$ cat config.mk
export PLATFORM = sky130hd
export DESIGN_NAME = pipeline_hazard_ctrl
export DESIGN_NICKNAME = d
export VERILOG_FILES = /design/src/rtl/pipeline_hazard_ctrl.sv
export SDC_FILE = /design/constraint.sdc
export NUM_CORES = 1
export LEC_CHECK = 0
export CELL_PAD_IN_SITES_DETAIL_PLACEMENT = 0
export CELL_PAD_IN_SITES_GLOBAL_PLACEMENT = 1
export CORE_MARGIN = 2
export CORE_UTILIZATION = 38
export CTS_CLUSTER_SIZE = 25
export DETAILED_ROUTE_END_ITERATION = 8
export PLACE_DENSITY = 0.86
export SETUP_SLACK_MARGIN = 0.5
export SLEW_MARGIN = 20
export SYNTH_ARGS = -nofsm -noshare
export SYNTH_HDL_FRONTEND = slang
export SYNTH_SLANG_ARGS = --single-unit
$ cat constraint.sdc
create_clock -name clk -period 3.89 [get_ports clk]
set_clock_uncertainty 0.15 [all_clocks]
set_input_delay 0.778 -clock clk [delete_from_list [all_inputs] [get_ports clk]]
set_output_delay 0.778 -clock clk [all_outputs]
set_load 0.01 [all_outputs]
$ cat src/rtl/pipeline_hazard_ctrl.sv
// Hazard and stall scheduler for the 5-stage MIPS pipeline.
// Tracks the destinations of the EX, MEM and WB stages and derives the
// pipeline-register enables, bubbles, the IF/ID flush and the forwarding
// selects. It also freezes the pipe on data-memory wait states and counts
// stall and flush cycles.
//
// Handshake: the data-memory access in MEM is valid while mem_req is high
// and completes in the cycle where mem_ack is high; any cycle with
// mem_req && !mem_ack freezes every pipeline register.
module pipeline_hazard_ctrl #(
    parameter int MEM_TIMEOUT = 16,
    parameter int CNT_W       = 32
) (
    input  logic             clk,
    input  logic             cpu_rst,
    input  logic             cpu_en,
    input  logic [4:0]       id_addr_rs,
    input  logic [4:0]       id_addr_rt,
    input  logic             id_use_rs,
    input  logic             id_use_rt,
    input  logic [4:0]       id_regw_addr,
    input  logic             id_wb_wen,
    input  logic             id_mem_ren,
    input  logic             id_is_branch,
    input  logic             branch_taken,
    input  logic             mem_req,
    input  logic             mem_ack,
    output logic             pc_en,
    output logic             if_id_en,
    output logic             if_id_flush,
    output logic             id_ex_en,
    output logic             id_ex_bubble,
    output logic             ex_mem_en,
    output logic             mem_wb_en,
    output logic             wb_commit,
    output logic [1:0]       fwd_a_sel,
    output logic [1:0]       fwd_b_sel,
    output logic             id_fwd_rs,
    output logic             id_fwd_rt,
    output logic             mem_err,
    output logic [CNT_W-1:0] stall_cnt,
    output logic [CNT_W-1:0] flush_cnt,
    output logic             dbg_state
);

    localparam int WC_W = $clog2(MEM_TIMEOUT + 1);

    typedef enum logic {
        ST_RUN  = 1'b0,
        ST_WAIT = 1'b1
    } state_t;

    state_t          state, state_nxt;
    logic [WC_W-1:0] wcnt, wcnt_nxt;

    // Scoreboard slots. The ID use flags are only consumed in ID, and the
    // WB load flag has no consumer, so neither is kept downstream.
    logic       ex_wen, ex_ld, mem_wen, mem_ld, wb_wen;
    logic [4:0] ex_rd, ex_rs, ex_rt, mem_rd, wb_rd;

    logic freeze, hold, flush, ex_src_hit, mem_src_hit, luse, bhaz, err_set;

    // A slot produces register src when it writes it and src is not $0.
    function automatic logic hit(input logic wen, input logic [4:0] dst,
                                 input logic [4:0] src);
        return wen && (dst == src) && (src != 5'd0);
    endfunction

    // Hazard detection against the scoreboard.
    always_comb begin
        freeze      = mem_req && !mem_ack;
        ex_src_hit  = (id_use_rs && hit(ex_wen, ex_rd, id_addr_rs)) ||
                      (id_use_rt && hit(ex_wen, ex_rd, id_addr_rt));
        mem_src_hit = (id_use_rs && hit(mem_wen, mem_rd, id_addr_rs)) ||
                      (id_use_rt && hit(mem_wen, mem_rd, id_addr_rt));
        luse        = ex_ld && ex_src_hit;
        bhaz        = id_is_branch && (ex_src_hit || (mem_ld && mem_src_hit));
        hold        = (luse || bhaz) && !freeze;
        flush       = branch_taken && !hold && !freeze;
    end

    // Pipeline control and forwarding selects: reset > !cpu_en > freeze > hold > flush.
    always_comb begin
        pc_en        = 1'b0;
        if_id_en     = 1'b0;
        if_id_flush  = 1'b0;
        id_ex_en     = 1'b0;
        id_ex_bubble = 1'b0;
        ex_mem_en    = 1'b0;
        mem_wb_en    = 1'b0;
        wb_commit    = 1'b0;
        fwd_a_sel    = 2'b00;
        fwd_b_sel    = 2'b00;
        id_fwd_rs    = 1'b0;
        id_fwd_rt    = 1'b0;
        if (!cpu_rst) begin
            if (hit(mem_wen, mem_rd, ex_rs) && !mem_ld) fwd_a_sel = 2'b01;
            else if (hit(wb_wen, wb_rd, ex_rs))         fwd_a_sel = 2'b10;
            if (hit(mem_wen, mem_rd, ex_rt) && !mem_ld) fwd_b_sel = 2'b01;
            else if (hit(wb_wen, wb_rd, ex_rt))         fwd_b_sel = 2'b10;
            id_fwd_rs = id_is_branch && hit(mem_wen, mem_rd, id_addr_rs) && !mem_ld;
            id_fwd_rt = id_is_branch && hit(mem_wen, mem_rd, id_addr_rt) && !mem_ld;
            if (cpu_en && !freeze) begin
                id_ex_en  = 1'b1;
                ex_mem_en = 1'b1;
                mem_wb_en = 1'b1;
                wb_commit = 1'b1;
                if (hold) begin
                    id_ex_bubble = 1'b1;
                end else begin
                    pc_en       = 1'b1;
                    if_id_en    = 1'b1;
                    if_id_flush = flush;
                end
            end
        end
    end

    // Scoreboard shift: frozen slots hold, a hold drops a bubble into EX.
    always_ff @(posedge clk) begin
        if (cpu_rst) begin
            ex_wen  <= 1'b0; ex_ld  <= 1'b0; ex_rd <= 5'd0; ex_rs <= 5'd0; ex_rt <= 5'd0;
            mem_wen <= 1'b0; mem_ld <= 1'b0; mem_rd <= 5'd0;
            wb_wen  <= 1'b0; wb_rd  <= 5'd0;
        end else if (cpu_en && !freeze) begin
            wb_wen  <= mem_wen;
            wb_rd   <= mem_rd;
            mem_wen <= ex_wen;
            mem_rd  <= ex_rd;
            mem_ld  <= ex_ld;
            if (hold) begin
                ex_wen <= 1'b0; ex_ld <= 1'b0; ex_rd <= 5'd0; ex_rs <= 5'd0; ex_rt <= 5'd0;
            end else begin
                ex_wen <= id_wb_wen;
                ex_ld  <= id_mem_ren;
                ex_rd  <= id_regw_addr;
                ex_rs  <= id_addr_rs;
                ex_rt  <= id_addr_rt;
            end
        end
    end

    // Memory wait FSM next state; the wait counter saturates at the timeout.
    always_comb begin
        state_nxt = state;
        wcnt_nxt  = wcnt;
        if (cpu_en) begin
            case (state)
                ST_RUN: begin
                    if (freeze) begin
                        state_nxt = ST_WAIT;
                        wcnt_nxt  = WC_W'(1);
                    end else begin
                        wcnt_nxt  = '0;
                    end
                end
                ST_WAIT: begin
                    if (freeze) begin
                        if (wcnt != WC_W'(MEM_TIMEOUT)) wcnt_nxt = wcnt + WC_W'(1);
                    end else begin
                        state_nxt = ST_RUN;
                        wcnt_nxt  = '0;
                    end
                end
                default: begin
                    state_nxt = ST_RUN;
                    wcnt_nxt  = '0;
                end
            endcase
        end
        err_set = cpu_en && freeze && (wcnt_nxt == WC_W'(MEM_TIMEOUT));
    end

    // FSM state, sticky timeout flag and performance counters.
    always_ff @(posedge clk) begin
        if (cpu_rst) begin
            state     <= ST_RUN;
            wcnt      <= '0;
            mem_err   <= 1'b0;
            stall_cnt <= '0;
            flush_cnt <= '0;
        end else begin
            state <= state_nxt;
            wcnt  <= wcnt_nxt;
            if (err_set) mem_err <= 1'b1;
            if (cpu_en && (freeze || hold)) stall_cnt <= stall_cnt + CNT_W'(1);
            if (cpu_en && flush)            flush_cnt <= flush_cnt + CNT_W'(1);
        end
    end

    assign dbg_state = (state == ST_WAIT);

endmodule
---- After elaboration in Yosys (flattened, before gate mapping) ----
Cells that the tools add are included.
operators by class
  $add $sub $neg .......................... 3
  equality and inequality tests ........... 10
  mux-type cells .......................... 30
  bitwise gates (word level) .............. 1
  reduce and logical (&&, ||, !) cells .... 51
operators with widths
  cell                                                             number
  32-bit by 1-bit adder with 32-bit output, second input constant  2
  5-bit equality test                                              8
  1-bit logical AND                                                38
  5-bit 2-to-1 mux                                                 6
  5-bit nonzero test                                               4
  1-bit 2-to-1 mux                                                 17
  2-bit 2-to-1 mux                                                 6
  5-bit case mux with 2 select lines                               1
  5-bit by 1-bit adder with 5-bit output, second input constant    1
  5-bit equality test, second input constant                       1
  1-bit logical OR                                                 5
  5-bit inequality test, second input constant                     1
  1-bit logical NOT                                                4
  1-bit NOT                                                        1
word-level totals
  register bits ........................... 101
  output and inout port bits .............. 80

---- Longest topological paths before layout ----
  depth in word-level cells ............... 16
  gate-level depth with buffers ........... 9
  gate-level depth less buffers ........... 7

---- Least setup slack after synthesis ----
No wires, ideal clock.
  kind .................................... input -> output
  start point ............................. in id_addr_rs[1]
  end point ............................... out if_id_flush
  arrival ................................. 2.721 ns
  required time ........................... 2.962 ns
  slack ................................... 0.241 ns
  cell stages on the path ................. 7
  cells stage by stage .................... or4_1 > nor2_1 > nor4_2 > o221a_2 > nor4_4 > buf_2 > and2_1
on the way
  word-level cells in the longest chain between the ends .. 16
  elaborated cells on any way between the ends .. 23
  classes of those cells .................. eq/ne (2); mux (3); reduce/logical (18)
ends and longest elaborated chain
  item                            line  text
  start: declaration              17    input logic [4:0] id_addr_rs,
  5-bit equality test             66    return wen && (dst == src) && (src != 5'd0);
  1-bit logical AND (2 in a row)  66
  1-bit logical AND               74    mem_src_hit = (id_use_rs && hit(mem_wen, mem_rd, id_addr_rs)) ||
  1-bit logical OR                74
  1-bit logical AND               77    bhaz = id_is_branch && (ex_src_hit || (mem_ld && mem_src_hit));
  1-bit logical OR                77
  1-bit logical AND               77
  1-bit logical OR (*)            78    hold = (luse || bhaz) && !freeze;
  1-bit logical AND (*)           78
  1-bit logical NOT               79    flush = branch_taken && !hold && !freeze;
  1-bit logical AND (2 in a row)  79
  1-bit 2-to-1 mux (*)            108   if (hold) begin
  1-bit 2-to-1 mux (*)            103   if (cpu_en && !freeze) begin
  1-bit 2-to-1 mux (*)            96    if (!cpu_rst) begin
  end: declaration                30    output logic if_id_flush,
Mark *: on every way between the ends. The rest lies on a longest branch, timed or not.

---- Worst setup path in the final report ----
  start point ............................. in id_addr_rs[4]
  end point ............................... out if_id_flush
Same word-level chain as after synthesis.

==> results by group <==
Worst setup path
  – Critical register-to-register path startpoint: flush_cnt[11]$_SDFFE_PP0P_
  – Register-to-register path setup slack: 1.00 ns
  – Setup crit end kind: output port
  – Data required time of the critical path: 2.96 ns
  – Capture point of the worst path: if_id_flush
  – Number of cell instances on the worst register-to-register path: 7
  – Data arrival time of the critical path: 2.67 ns
  – Endpoint of the lowest-slack register-to-register path: flush_cnt[31]$_SDFFE_PP0P_
  – Critical path startpoint category: primary input
  – Largest fanout on the critical path: 2
  – Kind of critical path: primary input to output port
  – First element of the critical path: id_addr_rs[4]

Layout
  – Post-route standard cell area excluding fillers: 6990 µm²
  – Fraction of layout instances using a drive strength above 1: 0.127
  – Final standard cell count with taps included and fillers excluded: 910
  – Count of nets after finishing: 759
  – Most common cell after layout, fill and taps aside: sky130_fd_sc_hd__dfxtp_1
  – Synth-to-Final Area Change: 34.6%
  – Utilization after layout: 0.526
  – N_diodes: 0
  – Commonest cells after routing, fill and taps aside: sky130_fd_sc_hd__dfxtp_1 (101), sky130_fd_sc_hd__clkdlybuf4s50_1 (83), sky130_fd_sc_hd__nor2_1 (71)
  – Fill count: 1168

Global route
  – Pin count of the biggest net entering global routing: 87
  – Number of global-route vias before repair: 4695
  – Number of antenna violations at the first check in global routing: 0
  – Overall routing resource usage: 0.197
  – Total gr overflow: 0
  – First-pass GRT wire length: 23100 µm

Clock network
  – Clock Latency Late Sink: 0.35 ns
  – TritonCTS clock tree: yes
  – Clk sinks: 101
  – Clock edge transition at the registers on the reported setup and hold paths: 0.06 ns
  – CTS Root Buffer Type: sky130_fd_sc_hd__clkbuf_16
  – Total number of H-tree levels: 3
  – Number of buffers inserted for hold repair after clock tree synthesis: 0
  – CTS Buffer Depth: 2
  – Num CTS Buffers: 9

Routing
  – Routed WL: 14200 µm
  – Number of nets with antenna violations after routing: 0
  – # DRC: 0
  – Routed vias/inst: 5.40
  – Vias after detailed routing: 4910
  – Starting DRT DRC Count: 296
  – Final routed wire length divided by cell count: 15.6 µm
  – First-pass iteration count of the detailed router: 5

Timing
  – Post-route worst setup slack: 0.296 ns
  – Min Clock Period, post-route: 3.59 ns
  – Final Max Slew Viols: 0
  – Final-report hold violation count: 0
  – Worst slew pin tran: 0.887 ns
  – Final setup TNS: 0 ns
  – Final setup violating endpoints: 0
  – Maximum achievable frequency: 278 MHz
  – Final worst path period share: 0.924
  – Slew margin rel.: 0.408
  – Setup repair after global routing missed its margin: yes

Job
  – Number of max-cap violations: 0

Placed design
  – Placement Setup Slack: -0.351 ns
  – Dpl cells: 886
  – Final weighted congestion in routability-driven placement: 0.885
  – Placed wire-length estimate: 10200 µm
  – Count of buffers from port buffering: 105
  – Post-Place Cell Area: 6570 µm²

Synthesis
  – Sequential cell area fraction in the yosys report: 0.389
  – Post-synthesis instance area: 5190 µm²
  – Yosys warnings: 0
  – Top_reg_cell synth: sky130_fd_sc_hd__dfxtp_1
  – Average footprint of a synthesized cell: 8.51 µm²
  – EDFF count, synth: 0
  – Number of distinct library cells after synthesis: 55
  – Gate Count Post-Synth: 610
  – Post-synthesis async set-or-reset flop share: 0
  – Synth Net Count: 640
  – Flip-flop and latch count after synthesis: 101

Floorplan
  – Core Box Area: 13300 µm²
  – Initial core utilization: 0.391
  – Floorplan die width: 121 µm
  – Die Footprint: 14600 µm²
  – Top-level port count: 106
  – Vertical extent of the die: 121 µm
  – Std cell rows: 42

Status
  – Outcome: completed

Power and ir drop
  – Static leakage: 2.43 nW
  – Total power per unit cell area: 317 nW/µm²
  – Largest voltage drop on the vdd net: 0.205 mV

Worst hold path
  – Hold wc startpoint: wb_wen$_SDFFE_PP0P_
  – Hold crit path type: register to register
-- layout make-up --
cell class / instances / area, µm² / area share
Inverter: 17 / 63.8 / 0.00913
Clock buffer: 13 / 270 / 0.0387
Timing Repair Buffer: 142 / 1340 / 0.191
Clock inverter: 3 / 42.5 / 0.00609
Tap cell: 176 / 220 / 0.0315
Sequential cell: 101 / 2020 / 0.289
Multi-Input combinational cell: 458 / 3030 / 0.434
-- where the power goes --
part	total, W	internal [W]	switching [W]
sequential	0.00108	0.00105	0.0000290
clock	0.000940	0.000551	0.000389
combinational	0.000199	0.0000967	0.000102
total	0.00222	0.00170	0.000520
-- flip-flops by register name, summed over array words and instances, names as in the netlist, 5 cells and up --
register / flops
stall_cnt: 32
ex_rt: 5
mem_rd: 5
ex_rd: 5
flush_cnt: 32
ex_rs: 5
wcnt: 5
wb_rd: 5
-- cells by family (layout without fill, tap and decap cells) --
| kind of cell | count (synthesis) | in the layout | share of synthesized area |
|---|---|---|---|
| DFF | 101 | 101 | 0.389 |
| adders and majority gates | 4 | 4 | 0.00964 |
| muxes | 3 | 3 | 0.00626 |
| xor gates and xnor gates | 86 | 86 | 0.145 |
| buffers and inverters | 51 | 175 | 0.0431 |
| AOI/OAI and AO/OA | 108 | 108 | 0.146 |
| and+or+nand+nor | 257 | 257 | 0.260 |
-- synthesized netlist by cell type (all sizes together) (7+ instances only) --
library cell / n / area, µm²
dfxtp: 101 / 2020
nor2: 75 / 300
nand2: 54 / 210
xnor2: 52 / 455
a21oi: 37 / 185
xor2: 34 / 298
nand4: 29 / 181
nand3: 28 / 165
clkbuf: 21 / 78.8
a22o: 17 / 149
inv: 17 / 63.8
a211oi: 14 / 105
buf: 13 / 81.3
or4: 12 / 90.1
o21ai: 11 / 55.1
and3: 9 / 56.3
nor3: 9 / 45.0
or3: 8 / 50.1
nor2b: 7 / 43.8
-- worst min path at each step --
stage / depth (start not counted) / to
6_report: 2 / wb_wen$_SDFFE_PP0P_
3_3_place_gp: 2 / wb_wen$_SDFFE_PP0P_
2_1_floorplan: 2 / wb_wen$_SDFFE_PP0P_
3_5_place_dp: 2 / wb_wen$_SDFFE_PP0P_
5_1_grt: 2 / flush_cnt[29]$_SDFFE_PP0P_
4_1_cts: 2 / wb_wen$_SDFFE_PP0P_
-- metal layers --
layer	global-route usage	routed length, µm
met4	0.0850	302
met3	0.0348	697
met1	0.261	6630
met2	0.314	6560
met5	0	0
-- critical path, stage by stage --
cell and delay, ns:
sky130_fd_sc_hd__buf_6 0.09, sky130_fd_sc_hd__or4_4 0.54, sky130_fd_sc_hd__o211a_1 0.25, sky130_fd_sc_hd__a32o_2 0.26, sky130_fd_sc_hd__nor4_4 0.34, sky130_fd_sc_hd__buf_4 0.18, sky130_fd_sc_hd__and2_4 0.14, sky130_fd_sc_hd__buf_6 0.09
-- metrics by stage --
stage               hold WS (ns)  power [W]
floorplan                  0.282    0.00120
global placement           0.320    0.00129
detailed placement         0.329    0.00129
CTS                        0.338    0.00223
global route               0.372    0.00230
finish                     0.348    0.00222
-- repair_timing --
action                     in CTS  in global routing
setup endpoints to repair      16                 10
buffers inserted                8                  0
resized for setup              56                  6
pin swaps                       7                  2
(Power assumes the default switching activity.)
